[src/rtl/noc_credit_ctrl.sv]
// Per-output-port credit / ack-nack flow control with wormhole packet lock tracking.
// Optional macro NOC_CREDIT_LOOKAHEAD_EN: a credit returning this cycle may be spent this cycle.
package noc_credit_pkg;
  typedef enum logic {
    kFlowControlCreditBased = 1'b0,
    kFlowControlAckNack     = 1'b1
  } flow_control_e;
endpackage

module noc_credit_ctrl
  import noc_credit_pkg::*;
#(
  parameter int unsigned   NumPorts     = 5,
  parameter int unsigned   QueueDepth   = 5,
  parameter int unsigned   CreditsWidth = $clog2(QueueDepth + 1),
  parameter flow_control_e FlowControl  = kFlowControlCreditBased,
  parameter int unsigned   LowThreshold = 1
) (
  input logic              clk,
  input logic              rst,
  noc_credit_ctrl_if.slave bus
);

  typedef enum logic {
    LockIdle = 1'b0,
    LockBusy = 1'b1
  } lock_state_e;

  localparam logic [CreditsWidth-1:0] Full    = CreditsWidth'(QueueDepth);
  localparam logic [CreditsWidth:0]   FullExt = (CreditsWidth + 1)'(QueueDepth);

  logic                    run_q;
  logic [CreditsWidth-1:0] credit_q [NumPorts];
  logic [CreditsWidth-1:0] credit_d [NumPorts];
  logic [CreditsWidth:0]   sum      [NumPorts];
  lock_state_e             state_q  [NumPorts];
  lock_state_e             state_d  [NumPorts];
  logic [NumPorts-1:0]     err_q;
  logic [NumPorts-1:0]     err_d;
  logic [NumPorts-1:0]     send;

  // Launch decision; held off until the first edge after reset release.
  always_comb begin
    send = '0;
    for (int p = 0; p < NumPorts; p++) begin
      if (FlowControl == kFlowControlAckNack) begin
        send[p] = run_q & bus.flit_valid[p] & bus.credit_ret[p];
      end else begin
`ifdef NOC_CREDIT_LOOKAHEAD_EN
        send[p] = run_q & bus.flit_valid[p] & ((credit_q[p] != '0) | bus.credit_ret[p]);
`else
        send[p] = run_q & bus.flit_valid[p] & (credit_q[p] != '0);
`endif
      end
    end
  end

  // NOTE: every variable gets a default before any branch, otherwise always_comb infers a latch.
  always_comb begin
    err_d = err_q;
    for (int p = 0; p < NumPorts; p++) begin
      credit_d[p] = credit_q[p];
      state_d[p]  = state_q[p];
      sum[p]      = {1'b0, credit_q[p]} - (CreditsWidth + 1)'(send[p])
                    + (CreditsWidth + 1)'(bus.credit_ret[p]);

      if (FlowControl == kFlowControlAckNack) begin
        credit_d[p] = Full;
      end else if (sum[p] > FullExt) begin
        credit_d[p] = Full;
        err_d[p]    = 1'b1;
      end else begin
        credit_d[p] = sum[p][CreditsWidth-1:0];
      end

      if (send[p]) begin
        unique case (state_q[p])
          LockIdle: begin
            if (!bus.flit_head[p])     err_d[p]   = 1'b1;
            else if (!bus.flit_tail[p]) state_d[p] = LockBusy;
          end
          LockBusy: begin
            if (bus.flit_head[p]) err_d[p]   = 1'b1;
            if (bus.flit_tail[p]) state_d[p] = LockIdle;
          end
          default: state_d[p] = LockIdle;
        endcase
      end
    end
  end

  // NOTE: sequential state uses non-blocking assignments so all registers update from pre-edge values.
  always_ff @(posedge clk or negedge rst) begin
    if (!rst) begin
      run_q <= 1'b0;
      err_q <= '0;
      // NOTE: this per-port array is a handful of flops, not a RAM, so it is reset like any register.
      for (int p = 0; p < NumPorts; p++) begin
        credit_q[p] <= Full;
        state_q[p]  <= LockIdle;
      end
    end else begin
      run_q <= 1'b1;
      err_q <= err_d;
      for (int p = 0; p < NumPorts; p++) begin
        credit_q[p] <= credit_d[p];
        state_q[p]  <= state_d[p];
      end
    end
  end

  always_comb begin
    bus.flit_send   = send;
    bus.err         = err_q;
    bus.credits     = '0;
    bus.credits_low = '0;
    bus.port_locked = '0;
    for (int p = 0; p < NumPorts; p++) begin
      bus.credits[p*CreditsWidth +: CreditsWidth] = credit_q[p];
      bus.port_locked[p] = (state_q[p] == LockBusy);
      if (FlowControl == kFlowControlCreditBased) begin
        bus.credits_low[p] = (32'(credit_q[p]) <= LowThreshold);
      end
    end
  end

endmodule
[src/rtl/noc_credit_ctrl_if.sv]
// Flit/credit handshake bundle between the switch allocator, the credit controller and the output links.
// The master side offers flits and returns credits; the slave side is the credit controller.
interface noc_credit_ctrl_if #(
  parameter int unsigned NumPorts     = 5,
  parameter int unsigned CreditsWidth = 3
);
  logic [NumPorts-1:0]              flit_valid;
  logic [NumPorts-1:0]              flit_head;
  logic [NumPorts-1:0]              flit_tail;
  logic [NumPorts-1:0]              credit_ret;
  logic [NumPorts-1:0]              flit_send;
  logic [NumPorts*CreditsWidth-1:0] credits;
  logic [NumPorts-1:0]              credits_low;
  logic [NumPorts-1:0]              port_locked;
  logic [NumPorts-1:0]              err;

  modport master (
    output flit_valid, flit_head, flit_tail, credit_ret,
    input  flit_send, credits, credits_low, port_locked, err
  );

  modport slave (
    input  flit_valid, flit_head, flit_tail, credit_ret,
    output flit_send, credits, credits_low, port_locked, err
  );
endinterface

[src/flat_wrapper.sv]
// flat-port wrapper written by rule: the top's interface ports become plain ports
module noc_credit_ctrl_flat import noc_credit_pkg::*;
#(
  parameter int unsigned   NumPorts     = 5,
  parameter int unsigned   QueueDepth   = 5,
  parameter int unsigned   CreditsWidth = $clog2(QueueDepth + 1),
  parameter flow_control_e FlowControl  = kFlowControlCreditBased,
  parameter int unsigned   LowThreshold = 1
)
  (clk, rst, bus_flit_valid, bus_flit_head, bus_flit_tail, bus_credit_ret, bus_flit_send, bus_credits, bus_credits_low, bus_port_locked, bus_err);
  noc_credit_ctrl_if #(.NumPorts(NumPorts), .CreditsWidth(CreditsWidth)) bus_i ();
  input logic clk;
  input logic rst;
  input wire logic [$bits(bus_i.flit_valid)-1:0] bus_flit_valid;
  input wire logic [$bits(bus_i.flit_head)-1:0] bus_flit_head;
  input wire logic [$bits(bus_i.flit_tail)-1:0] bus_flit_tail;
  input wire logic [$bits(bus_i.credit_ret)-1:0] bus_credit_ret;
  output wire logic [$bits(bus_i.flit_send)-1:0] bus_flit_send;
  output wire logic [$bits(bus_i.credits)-1:0] bus_credits;
  output wire logic [$bits(bus_i.credits_low)-1:0] bus_credits_low;
  output wire logic [$bits(bus_i.port_locked)-1:0] bus_port_locked;
  output wire logic [$bits(bus_i.err)-1:0] bus_err;
  assign bus_i.flit_valid = bus_flit_valid;
  assign bus_i.flit_head = bus_flit_head;
  assign bus_i.flit_tail = bus_flit_tail;
  assign bus_i.credit_ret = bus_credit_ret;
  assign bus_flit_send = bus_i.flit_send;
  assign bus_credits = bus_i.credits;
  assign bus_credits_low = bus_i.credits_low;
  assign bus_port_locked = bus_i.port_locked;
  assign bus_err = bus_i.err;
  noc_credit_ctrl #(.NumPorts(NumPorts), .QueueDepth(QueueDepth), .CreditsWidth(CreditsWidth), .FlowControl(FlowControl), .LowThreshold(LowThreshold)) u_core (.clk(clk), .rst(rst), .bus(bus_i));
endmodule
[config.mk]
export PLATFORM = sky130hd
export DESIGN_NAME = noc_credit_ctrl_flat
export DESIGN_NICKNAME = d
export VERILOG_FILES = /design/src/rtl/noc_credit_ctrl.sv /design/src/rtl/noc_credit_ctrl_if.sv /design/src/flat_wrapper.sv
export SDC_FILE = /design/constraint.sdc
export NUM_CORES = 1
export LEC_CHECK = 0
export ABC_AREA = 0
export BUFFER_PORTS_ARGS = -buffer_cell sky130_fd_sc_hd__buf_2
export CORE_UTILIZATION = 44
export CTS_CLUSTER_DIAMETER = 120
export DETAILED_ROUTE_END_ITERATION = 7
export PLACE_DENSITY_LB_ADDON = 0.05
export SETUP_SLACK_MARGIN = 0.15
export SYNTH_ARGS = -nofsm -noshare
export SYNTH_HDL_FRONTEND = slang
export SYNTH_SLANG_ARGS = --single-unit
[constraint.sdc]
create_clock -name clk -period 2.9 [get_ports clk]
set_input_delay 0.58 -clock clk [delete_from_list [all_inputs] [get_ports clk]]
set_output_delay 0.58 -clock clk [all_outputs]
set_load 0.01 [all_outputs]
==> metrics.txt <==
# TYPE chip_impl_metric gauge
chip_impl_metric{name="clock_insertion_delay_worst_skew",unit="ps"} 270
chip_impl_metric{name="timing.max_cap.violations",unit=""} 0
chip_impl_metric{name="ys_seq_area_share",unit="%"} 38.6
chip_impl_info{name="timing.setup.critical_path_class",value="reg -> reg"} 1
chip_impl_metric{name="switching_power",unit="mW"} 0.755
chip_impl_info{name="cp_slowest_cell",value="dfrtp_1"} 1
chip_impl_info{name="critical-path-top-cell-by-count",value="nand2_1"} 1
chip_impl_info{name="tritoncts_clock_tree",value="built"} 1
chip_impl_metric{name="tightestPinTransition",unit="ps"} 571
chip_impl_metric{name="worst_slew_margin_rel",unit="%"} 61.9
chip_impl_metric{name="timing.critical_path.fanout_max",unit=""} 5
chip_impl_metric{name="cts.path.max_buffers",unit=""} 2
chip_impl_metric{name="vdd_drop_max",unit="mV"} 0.321
chip_impl_metric{name="share_clk_of_total_power",unit="%"} 12.6
chip_impl_metric{name="synthesis.instances",unit=""} 169
chip_impl_metric{name="p_seq_share",unit="%"} 32.9
chip_impl_info{name="mostFrequentLayoutCells",value="56 x buf_2, 21 x ha_1, 18 x nand2_1"} 1
chip_impl_metric{name="route.detailed.drc",unit=""} 0
chip_impl_metric{name="syn_avg_cell_area",unit="um^2"} 10.2
chip_impl_metric{name="netlist_area",unit="um^2"} 1720
chip_impl_info{name="synth-main-ff-cell",value="dfrtp_1"} 1
chip_impl_info{name="path_cells",value="nand2_1, or3_1, nand2_1, ha_1, fa_1, a21o_1, a211o_1"} 1
chip_impl_metric{name="num-nets-final",unit=""} 278
chip_impl_metric{name="wire_length_of_the_first_global_routing_pass",unit="mm"} 5.91
chip_impl_metric{name="report.final.hold_viol_count",unit=""} 0
chip_impl_metric{name="powerDensity",unit="nW/um^2"} 876
chip_impl_metric{name="setup_viol",unit=""} 0
chip_impl_metric{name="floorplan.initialDensity",unit="%"} 46.2
chip_impl_metric{name="top_level_ports",unit=""} 57
chip_impl_metric{name="vias_in_the_first_global_route",unit=""} 1370
chip_impl_metric{name="ctsHtreeMaxLevel",unit=""} 1
chip_impl_info{name="r2r_start",value="u_core.run_q$_DFF_PN0_"} 1
chip_impl_metric{name="synth_cell_types",unit=""} 26
chip_impl_info{name="setup.worst_path.end_class",value="flop"} 1
chip_impl_metric{name="timing.critical_path.arrival",unit="ps"} 2520
chip_impl_metric{name="synthesis.yosys.warnings",unit=""} 0
chip_impl_metric{name="synth.ff_latch_count",unit=""} 26
chip_impl_metric{name="synth_async_sr_flop_share",unit="%"} 100
chip_impl_metric{name="globalRouteOverflowTotal",unit=""} 0
chip_impl_metric{name="vias_per_cell",unit=""} 4.95
chip_impl_metric{name="clk_transition_reported_paths",unit="ps"} 90
chip_impl_metric{name="timing.final.max_slew_violations",unit=""} 0
chip_impl_metric{name="net_sw_share",unit="%"} 40.8
chip_impl_metric{name="final_antenna_net_count",unit=""} 0
chip_impl_metric{name="num_rows",unit=""} 22
chip_impl_metric{name="wl",unit="mm"} 3.32
chip_impl_metric{name="number_of_flops_mapped_to_enable_cells_by_yosys",unit=""} 0
chip_impl_metric{name="period_share",unit="%"} 81.4
chip_impl_metric{name="antenna_found_initial",unit=""} 0
chip_impl_info{name="run_status",value="completed"} 1
chip_impl_metric{name="area_growth",unit="%"} 23.0
chip_impl_metric{name="post_cts.repair.setup_buffers",unit=""} 0
chip_impl_metric{name="design_power_total",unit="mW"} 1.85
chip_impl_info{name="cts-root-buf",value="clkbuf_8"} 1
chip_impl_metric{name="die_area",unit="um^2"} 4160
chip_impl_metric{name="grt_use_total",unit="%"} 18.1
chip_impl_metric{name="routability_congestion_estimate_from_global_placement",unit=""} 0.773
chip_impl_metric{name="dpl-instance-area",unit="um^2"} 2060
chip_impl_metric{name="cpPeakStageDelay",unit="ps"} 500
chip_impl_info{name="hold_path.class",value="in -> async"} 1
chip_impl_metric{name="routed_wire_length_per_instance",unit="um"} 12.0
chip_impl_metric{name="max_clock_freq",unit="MHz"} 423
chip_impl_info{name="final_common_cell",value="buf_2"} 1
chip_impl_metric{name="postLayoutCoreUtil",unit="%"} 56.9
chip_impl_metric{name="number_of_nets_produced_by_synthesis",unit=""} 217
chip_impl_metric{name="die_h",unit="um"} 64.5
chip_impl_metric{name="setup_total_negative_slack",unit="ps"} 0
chip_impl_metric{name="worstRegToRegCells",unit=""} 7
chip_impl_metric{name="core",unit="um^2"} 3720
chip_impl_info{name="critPathLaunchType",value="flop"} 1
chip_impl_metric{name="clkSinkCount",unit=""} 26
chip_impl_metric{name="hold_buffers",unit=""} 0
chip_impl_metric{name="final.min_clock_period",unit="ps"} 2360
chip_impl_metric{name="first_pass_iters",unit=""} 4
chip_impl_metric{name="insertedDiodeCount",unit=""} 0
chip_impl_metric{name="drive_above_1_share",unit="%"} 32.8
chip_impl_metric{name="regToRegSetupSlack",unit="ps"} 540
chip_impl_metric{name="via_count",unit=""} 1372
chip_impl_metric{name="port-buffer-count",unit=""} 56
chip_impl_metric{name="power_frac_comb",unit="%"} 54.4
chip_impl_metric{name="internal_power",unit="mW"} 1.10
chip_impl_metric{name="cts_buffers",unit=""} 3
chip_impl_metric{name="final.hold.worst_slack",unit="ps"} 294
chip_impl_metric{name="grt_max_degree",unit=""} 27
chip_impl_info{name="r2r-end",value="u_core.bus.err[3]$_DFF_PN0_"} 1
chip_impl_metric{name="drt_iter0_drc",unit=""} 42
chip_impl_metric{name="final_design_area_no_fill",unit="um^2"} 2110
chip_impl_info{name="unrepaired_setup_endpoints_after_global_routing",value="no"} 1
chip_impl_metric{name="place.detailed.hpwl",unit="mm"} 2.74
chip_impl_metric{name="total_leakage_power",unit="nW"} 1.07
chip_impl_metric{name="cp.required",unit="ps"} 3060
chip_impl_metric{name="worst_clock_skew",unit="ps"} 1.69
chip_impl_metric{name="dieWidth",unit="um"} 64.5
chip_impl_metric{name="cts_resized",unit=""} 0
[cell families after synthesis]
family	after synthesis	synth area share, %
simple gates	60	18.8
compound gates	30	12.4
fa+ha+maj	26	21.1
flops	26	38.6
buf+inv	15	3.28
xor+xnor	11	5.61
other cells	1	0.218
[flip-flops by register name, indices dropped and copies added (netlist names)]
signal                  flops
u_core.run_q                1
u_core.bus.port_locked      5
u_core.bus.err              5
u_core.bus.credits         15
[worst max-delay path: cells and delay by family (launching register included)]
family	cells	cell delay, ps
AND/OR/NAND/NOR	3	650
adder cells (fa/ha/maj)	2	650
flip-flops	1	500
AO/OA/AOI/OAI	2	450
[power groups by stage]
stage               clock network [mW]  logic (mW)  registers (mW)
global placement                     0       0.983           0.611
global route                     0.254        1.16           0.628
CTS                              0.245        1.03           0.611
floorplan                            0       0.694           0.645
detailed placement                   0        1.02           0.616
finish                           0.234        1.01           0.610
[synthesized netlist by cell type (3+ instances only)]
master    number  area share [%]
a211o_1        4             2.0
a21o_1         4             1.7
a21oi_1       12             3.5
and3b_1        3             1.5
dfrtp_1       16              23
dfstp_2       10              15
fa_1           5             5.8
ha_1          21              15
inv_1         15             3.3
nand2_1       18             3.9
nand4b_1       4             2.0
nor2_1         9             2.0
nor3_1         5             1.5
o211ai_2       4             2.9
o21ai_0        4             1.2
or2_1          8             2.9
or3_1          9             3.3
xnor2_1       10             5.1
[how the worst max path moves through the flow]
stage | cells past startpoint | slack (ps) | startpoint | to
after floorplan | 7 | 640 | bus_flit_valid[1] | u_core.bus.err[1]$_DFF_PN0_
after global placement | 8 | 450 | bus_flit_valid[1] | u_core.bus.err[1]$_DFF_PN0_
after detailed placement | 8 | 420 | bus_flit_valid[2] | u_core.bus.err[2]$_DFF_PN0_
after CTS | 7 | 530 | u_core.run_q$_DFF_PN0_ | u_core.bus.err[2]$_DFF_PN0_
after global routing | 7 | 390 | u_core.run_q$_DFF_PN0_ | u_core.bus.err[3]$_DFF_PN0_
final | 7 | 540 | u_core.run_q$_DFF_PN0_ | u_core.bus.err[3]$_DFF_PN0_
[layout make-up]
type / instances / area [um^2]
Sequential cell: 26 / 663
Inverter: 15 / 56.3
Timing Repair Buffer: 56 / 280
Multi-Input combinational cell: 128 / 998
Tap cell: 48 / 60.1
Clock buffer: 4 / 55.1
Fill cell: 359 / 1600
[layer usage]
| metal | track usage [%] | wire length (um) | part of all wire [%] | vias to the layer above |
|---|---|---|---|---|
| met5 | 0 | 0 | 0 | - |
| met4 | 5.83 | 39 | 1.2 | 0 |
| met3 | 2.64 | 181 | 5.5 | 4 |
| met2 | 33.0 | 1670 | 50 | 42 |
| met1 | 21.6 | 1430 | 43 | 632 |
| li1 | - | - | - | 694 |
[per-stage QoR]
stage | std cells | worst slack, ps
after floorplan | 169 | 638
after global placement | 273 | 454
after detailed placement | 273 | 419
after CTS | 277 | 529
after global routing | 277 | 393
final | 277 | 538
No activity file was read; power rests on OpenSTA's default activity.
